<file path="src/rtl/cdc_write_packer_if.sv">
// Handshake and FIFO write bundle for cdc_write_packer.
// CDC_WRITE_PACKER_WORDCNT_EN adds the word_count signal.
interface cdc_write_packer_if #(
    parameter int IN_W   = 2,
    parameter int WORD_W = 10
);
    logic [IN_W-1:0]   in_data;
    logic              in_valid;
    logic              in_last;
    logic              in_ready;
    logic              fifo_full;
    logic              write_enable;
    logic [WORD_W-1:0] fifo_wdata;
    logic              fifo_wlast;
    logic              frame_done;
    logic              busy;
`ifdef CDC_WRITE_PACKER_WORDCNT_EN
    logic [15:0]       word_count;

    modport master (
        output in_data, in_valid, in_last, fifo_full,
        input  in_ready, write_enable, fifo_wdata, fifo_wlast,
        input  frame_done, busy, word_count
    );

    modport slave (
        input  in_data, in_valid, in_last, fifo_full,
        output in_ready, write_enable, fifo_wdata, fifo_wlast,
        output frame_done, busy, word_count
    );
`else
    modport master (
        output in_data, in_valid, in_last, fifo_full,
        input  in_ready, write_enable, fifo_wdata, fifo_wlast,
        input  frame_done, busy
    );

    modport slave (
        input  in_data, in_valid, in_last, fifo_full,
        output in_ready, write_enable, fifo_wdata, fifo_wlast,
        output frame_done, busy
    );
`endif
endinterface

</file>
<file path="src/rtl/cdc_write_packer.sv">
// Write-domain packer: IN_W-bit beats into WORD_W-bit FIFO words, LSB first.
// Optional CDC_WRITE_PACKER_WORDCNT_EN adds a 16-bit written-word counter.
module cdc_write_packer #(
    parameter int IN_W   = 2,
    parameter int WORD_W = 10
) (
    input logic              write_clk,
    input logic              write_rst,
    cdc_write_packer_if.slave bus
);
    localparam int BEATS = WORD_W / IN_W;
    localparam int CNT_W = (BEATS > 1) ? $clog2(BEATS) : 1;
    localparam logic [CNT_W-1:0] LAST_CNT = CNT_W'(BEATS - 1);

    typedef enum logic {
        FILL,
        HOLD
    } state_e;

    state_e            state_q;
    logic [CNT_W-1:0]  beat_cnt_q;
    logic [WORD_W-1:0] word_q;
    logic              last_q;
    logic              frame_done_q;
    logic              we;
    int                beat_idx;

    always_comb beat_idx = int'(beat_cnt_q) * IN_W;

    assign we = (state_q == HOLD) && !bus.fifo_full;

    assign bus.in_ready     = !write_rst && (state_q == FILL);
    assign bus.write_enable = we;
    assign bus.fifo_wdata   = word_q;
    assign bus.fifo_wlast   = last_q;
    assign bus.frame_done   = frame_done_q;
    assign bus.busy         = (beat_cnt_q != '0) || (state_q == HOLD);

    always_ff @(posedge write_clk or posedge write_rst) begin
        if (write_rst) begin
            state_q      <= FILL;
            beat_cnt_q   <= '0;
            word_q       <= '0;
            last_q       <= 1'b0;
            frame_done_q <= 1'b0;
        end else begin
            frame_done_q <= 1'b0;
            unique case (state_q)
                FILL: begin
                    if (bus.in_valid) begin
                        // first beat zero-extends, so padding needs no extra step
                        if (beat_cnt_q == '0) begin
                            word_q <= WORD_W'(bus.in_data);
                        end else begin
                            word_q[beat_idx +: IN_W] <= bus.in_data;
                        end
                        if (beat_cnt_q == LAST_CNT || bus.in_last) begin
                            state_q    <= HOLD;
                            last_q     <= bus.in_last;
                            beat_cnt_q <= '0;
                        end else begin
                            beat_cnt_q <= beat_cnt_q + 1'b1;
                        end
                    end
                end
                HOLD: begin
                    if (!bus.fifo_full) begin
                        state_q      <= FILL;
                        frame_done_q <= last_q;
                    end
                end
                default: state_q <= FILL;
            endcase
        end
    end

`ifdef CDC_WRITE_PACKER_WORDCNT_EN
    logic [15:0] word_count_q;

    always_ff @(posedge write_clk or posedge write_rst) begin
        if (write_rst) begin
            word_count_q <= '0;
        end else if (we) begin
            word_count_q <= word_count_q + 16'd1;
        end
    end

    assign bus.word_count = word_count_q;
`endif

    a_hold_stable: assert property (
        @(posedge write_clk) disable iff (write_rst)
        (state_q == HOLD && bus.fifo_full)
        |=> (state_q == HOLD && $stable(word_q) && $stable(last_q))
    );

endmodule

</file>
<file path="src/flat_wrapper.sv">
// flat-port wrapper written by rule: the top's interface ports become plain ports
module cdc_write_packer_flat 
#(
    parameter int IN_W   = 2,
    parameter int WORD_W = 10
)
  (write_clk, write_rst, bus_in_data, bus_in_valid, bus_in_last, bus_fifo_full, bus_in_ready, bus_write_enable, bus_fifo_wdata, bus_fifo_wlast, bus_frame_done, bus_busy);
  cdc_write_packer_if #(.IN_W(IN_W), .WORD_W(WORD_W)) bus_i ();
  input logic write_clk;
  input logic write_rst;
  input wire logic [$bits(bus_i.in_data)-1:0] bus_in_data;
  input wire logic [$bits(bus_i.in_valid)-1:0] bus_in_valid;
  input wire logic [$bits(bus_i.in_last)-1:0] bus_in_last;
  input wire logic [$bits(bus_i.fifo_full)-1:0] bus_fifo_full;
  output wire logic [$bits(bus_i.in_ready)-1:0] bus_in_ready;
  output wire logic [$bits(bus_i.write_enable)-1:0] bus_write_enable;
  output wire logic [$bits(bus_i.fifo_wdata)-1:0] bus_fifo_wdata;
  output wire logic [$bits(bus_i.fifo_wlast)-1:0] bus_fifo_wlast;
  output wire logic [$bits(bus_i.frame_done)-1:0] bus_frame_done;
  output wire logic [$bits(bus_i.busy)-1:0] bus_busy;
  assign bus_i.in_data = bus_in_data;
  assign bus_i.in_valid = bus_in_valid;
  assign bus_i.in_last = bus_in_last;
  assign bus_i.fifo_full = bus_fifo_full;
  assign bus_in_ready = bus_i.in_ready;
  assign bus_write_enable = bus_i.write_enable;
  assign bus_fifo_wdata = bus_i.fifo_wdata;
  assign bus_fifo_wlast = bus_i.fifo_wlast;
  assign bus_frame_done = bus_i.frame_done;
  assign bus_busy = bus_i.busy;
  cdc_write_packer #(.IN_W(IN_W), .WORD_W(WORD_W)) u_core (.write_clk(write_clk), .write_rst(write_rst), .bus(bus_i));
endmodule
</file>
<file path="config.mk">
export PLATFORM = sky130hd
export DESIGN_NAME = cdc_write_packer_flat
export DESIGN_NICKNAME = d
export VERILOG_FILES = /design/src/rtl/cdc_write_packer_if.sv /design/src/rtl/cdc_write_packer.sv /design/src/flat_wrapper.sv
export SDC_FILE = /design/constraint.sdc
export NUM_CORES = 1
export LEC_CHECK = 0
export CAP_MARGIN = 20
export CORE_MARGIN = 2
export CORE_UTILIZATION = 40
export DETAILED_ROUTE_END_ITERATION = 10
export PLACE_DENSITY = 0.7
export SLEW_MARGIN = 20
export SYNTH_ARGS = -nofsm -noshare
export SYNTH_HDL_FRONTEND = slang
export SYNTH_SLANG_ARGS = --single-unit
</file>
<file path="constraint.sdc">
create_clock -name write_clk -period 1.7 [get_ports write_clk]
set_clock_uncertainty 0.05 [all_clocks]
set_input_delay 0.51 -clock write_clk [delete_from_list [all_inputs] [get_ports write_clk]]
set_output_delay 0.51 -clock write_clk [all_outputs]
set_load 0.1 [all_outputs]
</file>
==> results.cfg, run 1 <==
[outcome]
status = finished with violations
violations = negative setup slack

[route]
num_vias = 788
drtIter0Drc = 13
dr.pass1.iters = 4
wl_per_cell_um = 14.6
drc = 0
viasPerCell = 5.18
final_antenna_net_count = 0
wl_um = 2210

[sta]
holdWs_ns = 0.360
hold_viol_final = 0
fin_crit_sh = 1.20
worst_slack_ns = -0.341
max_freq_ghz = 0.490
slew_headroom = 0.803
finalSetupViolCount = 6
drv_slew = 0
tightest_slew_ns = 0.293
rsz0062_at_grt = yes
period_minus_slack_ns = 2.04

[floorplanning]
start_util = 0.436
chipWidth_um = 50.7
num_rows = 16
core_um2 = 2000
dieArea_um2 = 2570
die_y_um = 50.7
io-pin-count = 22

[placement]
gp_congestion = 0.761
placed_cell_area_um2 = 1390
dpl.hpwl_um = 1480
io_buffers = 21

[clock_network]
cts_root_buf = clkbuf_4
clock-sinks = 16
cts_tree = yes
h-tree-depth = 1
clock_path_buffers = 2
numCtsBuffers = 3
clkTransAtPathRegs_ns = 0.10
clock_latency_ns = 0.28

[synthesis]
yosysTopAreaCellShare = 0.458
synthFlopType = dfrtp_1
syn_avg_cell_area_um2 = 10.7
ys_seq_area_frac = 0.458
synth_async_sr_flop_share = 1.00
synthTopCellsByArea = dfrtp_1 (46%), ha_1 (7.2%), nor4b_4 (5.4%), o21ai_0 (4.6%), nand2_1 (3.4%)
syn_area_um2 = 873
synth_nets = 94
synth_warnings = 0
ys_seq_elements = 16
yosysTopAreaCell = dfrtp_1
synth_edf_count = 0
synthCells = 82
synthDistinctLibCells = 30

[pwr]
p_total_mw = 2.42
p_leak_nw = 0.681
power_density_nw_per_um2 = 1580
peakVddDrop_mv = 1.16

[global_route]
grt_usage = 0.180
grt_antenna_before_repair = 0
grt_max_degree = 17
grt_pass1_wl_um = 3510
grt_pass1_vias = 807
gr-total-overflow = 0

[cells_and_area]
layout_commonest_cell = buf_4
layout_common_cells = buf_4 (19), buf_12 (15), dfrtp_1 (14)
syn2layout_area_growth_pct = 75.4
layout-drive-gt1-share = 0.496
postLayoutCellArea_um2 = 1530
utilization = 0.765
final_net_count = 138
n_antenna_cell = 0

[critical_path]
setup.worst_path.start = u_core.beat_cnt_q[1]$_DFFE_PP0P_
cp_common_cell = ha_4
crit_fanout = 2
crit_path_end_kind = primary output
cp_top_family = flip-flops
crit_type = reg2out
startpoint_type = flop
cp_cell_sequence = inv_2 > ha_4 > ha_4 > or2b_4 > buf_12
reg2reg_slack_ns = -0.08
cp_num_cells = 5
r2r_end = u_core.bus.fifo_wdata[7]$_DFFE_PP0P_
reg2reg_depth = 8
r2r_start = u_core.beat_cnt_q[1]$_DFFE_PP0P_
critPathBufInv = 2
crit_path_top_delay_cell = dfrtp_1
crit_required_ns = 1.14
max_stage_delay_ns = 0.40
cp_data_arrival_time_ns = 1.48

[flow_run]
max-cap-violations = 0

[min_path]
min_path_type = in2async
==> worst max path at each step <==
stage	to	slack (ns)
3_5_place_dp	bus_write_enable	-0.17
6_report	bus_busy	-0.34
2_1_floorplan	bus_busy	-0.07
5_1_grt	bus_busy	-0.40
3_3_place_gp	bus_write_enable	-0.16
4_1_cts	bus_busy	-0.35
==> where the power goes <==
part           switching (mW)  total (mW)  internal [mW]
Sequential             0.0848       0.545          0.460
Clock                   0.121       0.251          0.130
Combinational           0.914        1.62          0.707
Total                    1.12        2.42           1.30
==> registers in the layout, indices dropped and copies added (netlist names) <==
signal / cells
u_core.bus.fifo_wlast: 1
u_core.bus.frame_done: 1
u_core.bus.fifo_wdata: 10
u_core.state_q: 1
u_core.beat_cnt_q: 3
==> through the flow <==
| stage | setup TNS [ns] | worst slack, ns | instances |
|---|---|---|---|
| 5_1_grt | -1.10 | -0.397 | 152 |
| 2_1_floorplan | -0.0727 | -0.0727 | 82 |
| 6_report | -0.669 | -0.341 | 152 |
| 3_5_place_dp | -1.42 | -0.165 | 141 |
| 3_3_place_gp | -1.20 | -0.158 | 141 |
| 4_1_cts | -0.345 | -0.345 | 148 |
==> cells by family after synthesis <==
kind of cell | after synthesis | share of synthesized area
adder cells (fa/ha/maj) | 5 | 0.0716
flip-flops | 16 | 0.458
buffers and inverters | 9 | 0.0487
multiplexers | 3 | 0.0372
AO/OA/AOI/OAI | 15 | 0.109
AND/OR/NAND/NOR | 34 | 0.275
==> tightest hold or removal path: stages <==
cell and delay [ns]:
dlygate4sd2_1 0.27, inv_1 0.06, buf_4 0.23
==> cell usage after synthesis, types with 2 or more instances <==
cell type	instances
nor2b_1	2
inv_1	7
o22ai_1	2
a22o_2	2
nor2_1	3
and2_1	2
nor4b_4	2
o21ai_0	8
nand2_1	8
nand3_1	5
ha_1	5
dfrtp_1	16
nand4b_1	2
mux2_2	2
==> per-layer routing <==
layer | routed length, um | part of all wire | up-vias | GRT usage
met5 | 0 | 0 | - | 0
met4 | 18 | 0.0081 | 0 | 0.0405
met1 | 908 | 0.41 | 382 | 0.235
met3 | 103 | 0.047 | 2 | 0.0327
li1 | - | - | 378 | -
met2 | 1180 | 0.53 | 26 | 0.307
==> layout make-up <==
type	instances	area (um^2)
Multi-Input combinational cell	57	520
Tap cell	27	33.8
Fill cell	132	470
Inverter	7	26.3
Clock buffer	4	36.3
Sequential cell	16	403
Timing Repair Buffer	41	512
==> repair_timing <==
| item | CTS | global route |
|---|---|---|
| hold buffers | 0 | 0 |
| pin swaps | 3 | 7 |
| endpoints found under the setup margin | 3 | 12 |
| buffers inserted | 3 | 4 |
| resized for setup | 4 | 13 |
Note: power is estimated with default switching activity, not from simulation.
==> run 2, diff against run 1 <==
HOLD_SLACK_MARGIN = 0.05   (was not set)
SETUP_SLACK_MARGIN = 0.4   (was not set)
==> run 2 against run 1 <==
Compared with the run above:
- the flow still finishes with violations (negative setup slack)
- sequential power grew 0.9%
- register-to-register slack worse by 0.21 ns
- worst setup slack got worse by 0.027 ns
- largest cell class is now buffers
==> results.cfg, run 2 (synthesis results as in run 1) <==
[cells_and_area]
utilization = 0.866
largest_register_ffs = 10
fin_cells = 164
layout-drive-gt1-share = 0.701
syn2layout_area_growth_pct = 98.6
layout_common_cells = buf_4 (25), buf_12 (15), dfrtp_2 (14)
n_antenna_cell = 0
postLayoutCellArea_um2 = 1730
layout_commonest_cell = buf_4
final_net_count = 150

[clock_network]
clock_latency_ns = 0.29
clock-sinks = 16
clkTransAtPathRegs_ns = 0.09
hold_buffers = 0
cts_tree = yes
h-tree-depth = 1
cts_root_buf = clkbuf_4
clock_path_buffers = 2
numCtsBuffers = 3

[global_route]
grt_pass1_wl_um = 4200
gr-total-overflow = 0
grt_antenna_before_repair = 0
grt_usage = 0.232
grt_pass1_vias = 864
grt_max_degree = 17

[pwr]
power_density_nw_per_um2 = 1570
clkPwrFrac = 0.090
netSwitchingPower_mw = 1.23
sw_frac_of_total = 0.451
p_total_mw = 2.73
power.internal_mw = 1.50
pwr-share-seq = 0.202
p_leak_nw = 0.756
comb_power_share = 0.708
peakVddDrop_mv = 1.16

[critical_path]
crit_fanout = 2
crit_path_end_kind = primary output
cp_data_arrival_time_ns = 1.51
startpoint_type = flop
reg2reg_depth = 9
crit_path_top_delay_cell = dfrtp_2
max_stage_delay_ns = 0.42
crit_type = reg2out
crit_required_ns = 1.14
cp_cell_sequence = inv_2 > ha_4 > ha_4 > or2b_4 > buf_12
cp_common_cell = ha_4

[route]
wl_per_cell_um = 18.2
viasPerCell = 5.40
wl_um = 2980
dr.pass1.iters = 4
num_vias = 886
final_antenna_net_count = 0
drtIter0Drc = 18
drc = 0

[placement]
placed_cell_area_um2 = 1400
post-place-ws_ns = -0.177
gp_congestion = 0.794
dpl.hpwl_um = 1610
place_inst = 138
io_buffers = 21

[floorplanning]
core_um2 = 2000
die_y_um = 50.7
chipWidth_um = 50.7
start_util = 0.436
num_rows = 16
io-pin-count = 22
dieArea_um2 = 2570

[sta]
max_freq_ghz = 0.484
rsz0062_at_grt = yes
tightest_slew_ns = 0.340
fin_tns_setup_ns = -2.51
finalSetupViolCount = 14
slew_headroom = 0.772
holdWs_ns = 0.369
drv_slew = 0
hold_viol_final = 0
fin_crit_sh = 1.22
worst_slack_ns = -0.368
period_minus_slack_ns = 2.07

[min_path]
min_path_type = in2async

[outcome]
violations = negative setup slack
status = finished with violations

[flow_run]
max-cap-violations = 0
-- run 2: cell types whose count changed in the layout (fill, tap and decap cells not counted), sizes merged --
cell	change
clkdlybuf4s50	-1
clkdlybuf4s15	+1
buf	+12
-- run 2: path summary, 6_finish.rpt --
kind | startpoint | slack [ns] | end
max | u_core.beat_cnt_q[0]$_DFFE_PP0P_ | -0.37 | bus_busy
min | write_rst | 0.37 | u_core.bus.fifo_wdata[5]$_DFFE_PP0P_
max reg2reg | u_core.beat_cnt_q[1]$_DFFE_PP0P_ | -0.29 | u_core.bus.fifo_wdata[7]$_DFFE_PP0P_
min reg2reg | u_core.bus.fifo_wdata[1]$_DFFE_PP0P_ | 0.52 | u_core.bus.fifo_wdata[1]$_DFFE_PP0P_
max in group asynchronous | write_rst | 1.03 | u_core.bus.fifo_wdata[2]$_DFFE_PP0P_
min in group write_clk | u_core.bus.fifo_wdata[1]$_DFFE_PP0P_ | 0.52 | u_core.bus.fifo_wdata[1]$_DFFE_PP0P_
-- run 2: area by class of cell --
type                            instances  area, um^2
Clock buffer                            4        36.3
Fill cell                              90         268
Inverter                                7        26.3
Multi-Input combinational cell         57         594
Sequential cell                        16         418
Tap cell                               27        33.8
Timing Repair Buffer                   53         626
-- run 2: worst max-delay path, delay by kind of cell, from the launching register on --
family	cells	cell delay, ns
and+or+nand+nor	1	0.27
adders and majority gates	2	0.29
buffers and inverters	2	0.23
DFF	1	0.42
-- run 2: power by group through the flow --
stage | Sequential (mW) | Combinational [mW] | Clock [mW]
2_1_floorplan | 0.945 | 0.542 | 0
3_3_place_gp | 0.557 | 1.42 | 0
3_5_place_dp | 0.564 | 1.45 | 0
4_1_cts | 0.547 | 1.73 | 0.261
5_1_grt | 0.559 | 2.00 | 0.271
6_report | 0.550 | 1.93 | 0.247
-- run 2: what timing repair did --
item | in CTS | in global routing
gates resized for setup | 32 | 11
setup buffers | 12 | 10
endpoints found under the setup margin | 30 | 30
pin swaps | 9 | 9
-- run 2: layer usage --
| layer | global-route usage | part of all wire | vias to the layer above | wire (um) |
|---|---|---|---|---|
| met1 | 0.262 | 0.40 | 446 | 1200 |
| met2 | 0.408 | 0.53 | 31 | 1590 |
| met3 | 0.0655 | 0.045 | 8 | 134 |
| met5 | 0 | 0 | - | 0 |
| li1 | - | - | 401 | - |
| met4 | 0.0946 | 0.019 | 0 | 56 |
==> run 3, diff against run 2 <==
ABC_AREA = 0   (was not set)
CORE_UTILIZATION = 42   (was 40)
PLACE_DENSITY = 0.73   (was 0.7)
==> run 3 against run 2 <==
Compared with the run above:
- the flow still finishes with violations (negative setup slack)
- cell area rose by 0.36%
- sequential share of layout area fell by 0.087 points
- sequential power rose by 1%
- critical path depth did not move
- hold slack got worse by 0.19 ns
- fmax rose by 0.77%
- total power fell by 0.76%
- core utilization rose by 2.1 points
- die area fell by 4.4%
- wire length rose by 8.0%
- register-to-register slack barely moved
==> results.cfg, run 3 (synthesis results as in run 1) <==
[pwr]
p_leak_nw = 0.758
power_density_nw_per_um2 = 1560
peakVddDrop_mv = 1.35

[placement]
dpl.hpwl_um = 1720
gp_congestion = 0.836
place_inst = 138
io_buffers = 21
post-place-ws_ns = -0.185

[critical_path]
crit_required_ns = 1.14
crit_type = reg2out
crit_path_top_delay_cell = dfrtp_1
startpoint_type = flop
reg2reg_depth = 11
crit_fanout = 2
max_stage_delay_ns = 0.40
cp_data_arrival_time_ns = 1.49
reg2reg_slack_ns = -0.30
r2r_start = u_core.beat_cnt_q[1]$_DFFE_PP0P_
r2r_end = u_core.bus.fifo_wdata[2]$_DFFE_PP0P_
crit_path_end_kind = primary output
cp_common_cell = ha_4
cp_cell_sequence = inv_2 > ha_4 > ha_4 > or2b_4 > buf_12

[cells_and_area]
fillers = 89
n_antenna_cell = 0
utilization = 0.887
largest_register_ffs = 10
layout_common_cells = buf_4 (26), buf_12 (15), dfrtp_2 (14)
layout_commonest_cell = buf_4
fin_cells = 164
syn2layout_area_growth_pct = 99.3
final_net_count = 150
layout-drive-gt1-share = 0.708

[sta]
fin_crit_sh = 1.21
tightest_slew_ns = 0.424
slew_headroom = 0.717
finalSetupViolCount = 12
holdWs_ns = 0.179
worst_slack_ns = -0.352
drv_slew = 0
period_minus_slack_ns = 2.05
max_freq_ghz = 0.487
rsz0062_at_grt = yes
hold_viol_final = 0
fin_tns_setup_ns = -1.95

[outcome]
violations = negative setup slack
status = finished with violations

[flow_run]
max-cap-violations = 0

[clock_network]
clkTransAtPathRegs_ns = 0.11
clock_path_buffers = 2
cts_root_buf = clkbuf_4
hold_buffers = 0
h-tree-depth = 1
clock_latency_ns = 0.29
clock-sinks = 16
numCtsBuffers = 3
cts_tree = yes

[route]
dr.pass1.iters = 4
wl_per_cell_um = 19.6
viasPerCell = 5.52
final_antenna_net_count = 0
num_vias = 906
drc = 0
wl_um = 3220
drtIter0Drc = 28

[floorplanning]
chipWidth_um = 49.6
core_um2 = 1960
dieArea_um2 = 2460
start_util = 0.445
die_y_um = 49.6
num_rows = 16
io-pin-count = 22

[min_path]
min_path_type = in2async

[global_route]
gr-total-overflow = 0
grt_usage = 0.246
grt_max_degree = 17
grt_pass1_wl_um = 4540
grt_antenna_before_repair = 0
grt_pass1_vias = 922
run 3: metal layers:
metal	share of wire	up-vias	wire (um)	global-route usage
met4	0.039	0	126	0.116
li1	-	403	-	-
met1	0.40	447	1290	0.301
met3	0.057	14	184	0.0424
met5	0	-	0	0
met2	0.50	42	1620	0.420
run 3: timing repair:
item                       CTS  global route
setup endpoints to repair   30            30
pin swaps                   16             5
gates resized for setup     32            12
setup buffers               12            10
run 3: worst max path at each step:
| stage | startpoint | to | slack (ns) | cells past startpoint |
|---|---|---|---|---|
| after floorplan | u_core.beat_cnt_q[0]$_DFFE_PP0P_ | bus_busy | -0.07 | 4 |
| after global placement | bus_fifo_full | bus_write_enable | -0.16 | 3 |
| after detailed placement | bus_fifo_full | bus_write_enable | -0.18 | 3 |
| after CTS | u_core.beat_cnt_q[1]$_DFFE_PP0P_ | bus_busy | -0.32 | 5 |
| after global routing | u_core.beat_cnt_q[0]$_DFFE_PP0P_ | bus_busy | -0.40 | 5 |
| final | u_core.beat_cnt_q[1]$_DFFE_PP0P_ | bus_busy | -0.35 | 5 |
run 3: stage by stage:
step / area (um^2) / total power, mW
floorplan: 943 / 1.49
global placement: 1400 / 1.97
detailed placement: 1400 / 2.02
CTS: 1620 / 2.49
global route: 1740 / 2.80
finish: 1740 / 2.71
run 3: report_power, final:
group	internal (mW)	leakage [nW]	switching, mW
clock network	0.130	0.0210	0.134
registers	0.471	0.189	0.0867
logic	0.844	0.548	1.04
run 3: area by class of cell:
type | instances | area [um^2] | area share
Clock buffer | 4 | 36.3 | 0.0208
Multi-Input combinational cell | 57 | 609 | 0.350
Tap cell | 27 | 33.8 | 0.0194
Sequential cell | 16 | 418 | 0.240
Timing Repair Buffer | 53 | 617 | 0.354
Inverter | 7 | 26.3 | 0.0151
run 3: worst max-delay path, delay by kind of cell, from the launching register on:
kind | cells | cell delay (ns)
adder cells (fa/ha/maj) | 2 | 0.27
AND/OR/NAND/NOR | 1 | 0.27
flip-flops | 1 | 0.40
buffers and inverters | 2 | 0.25
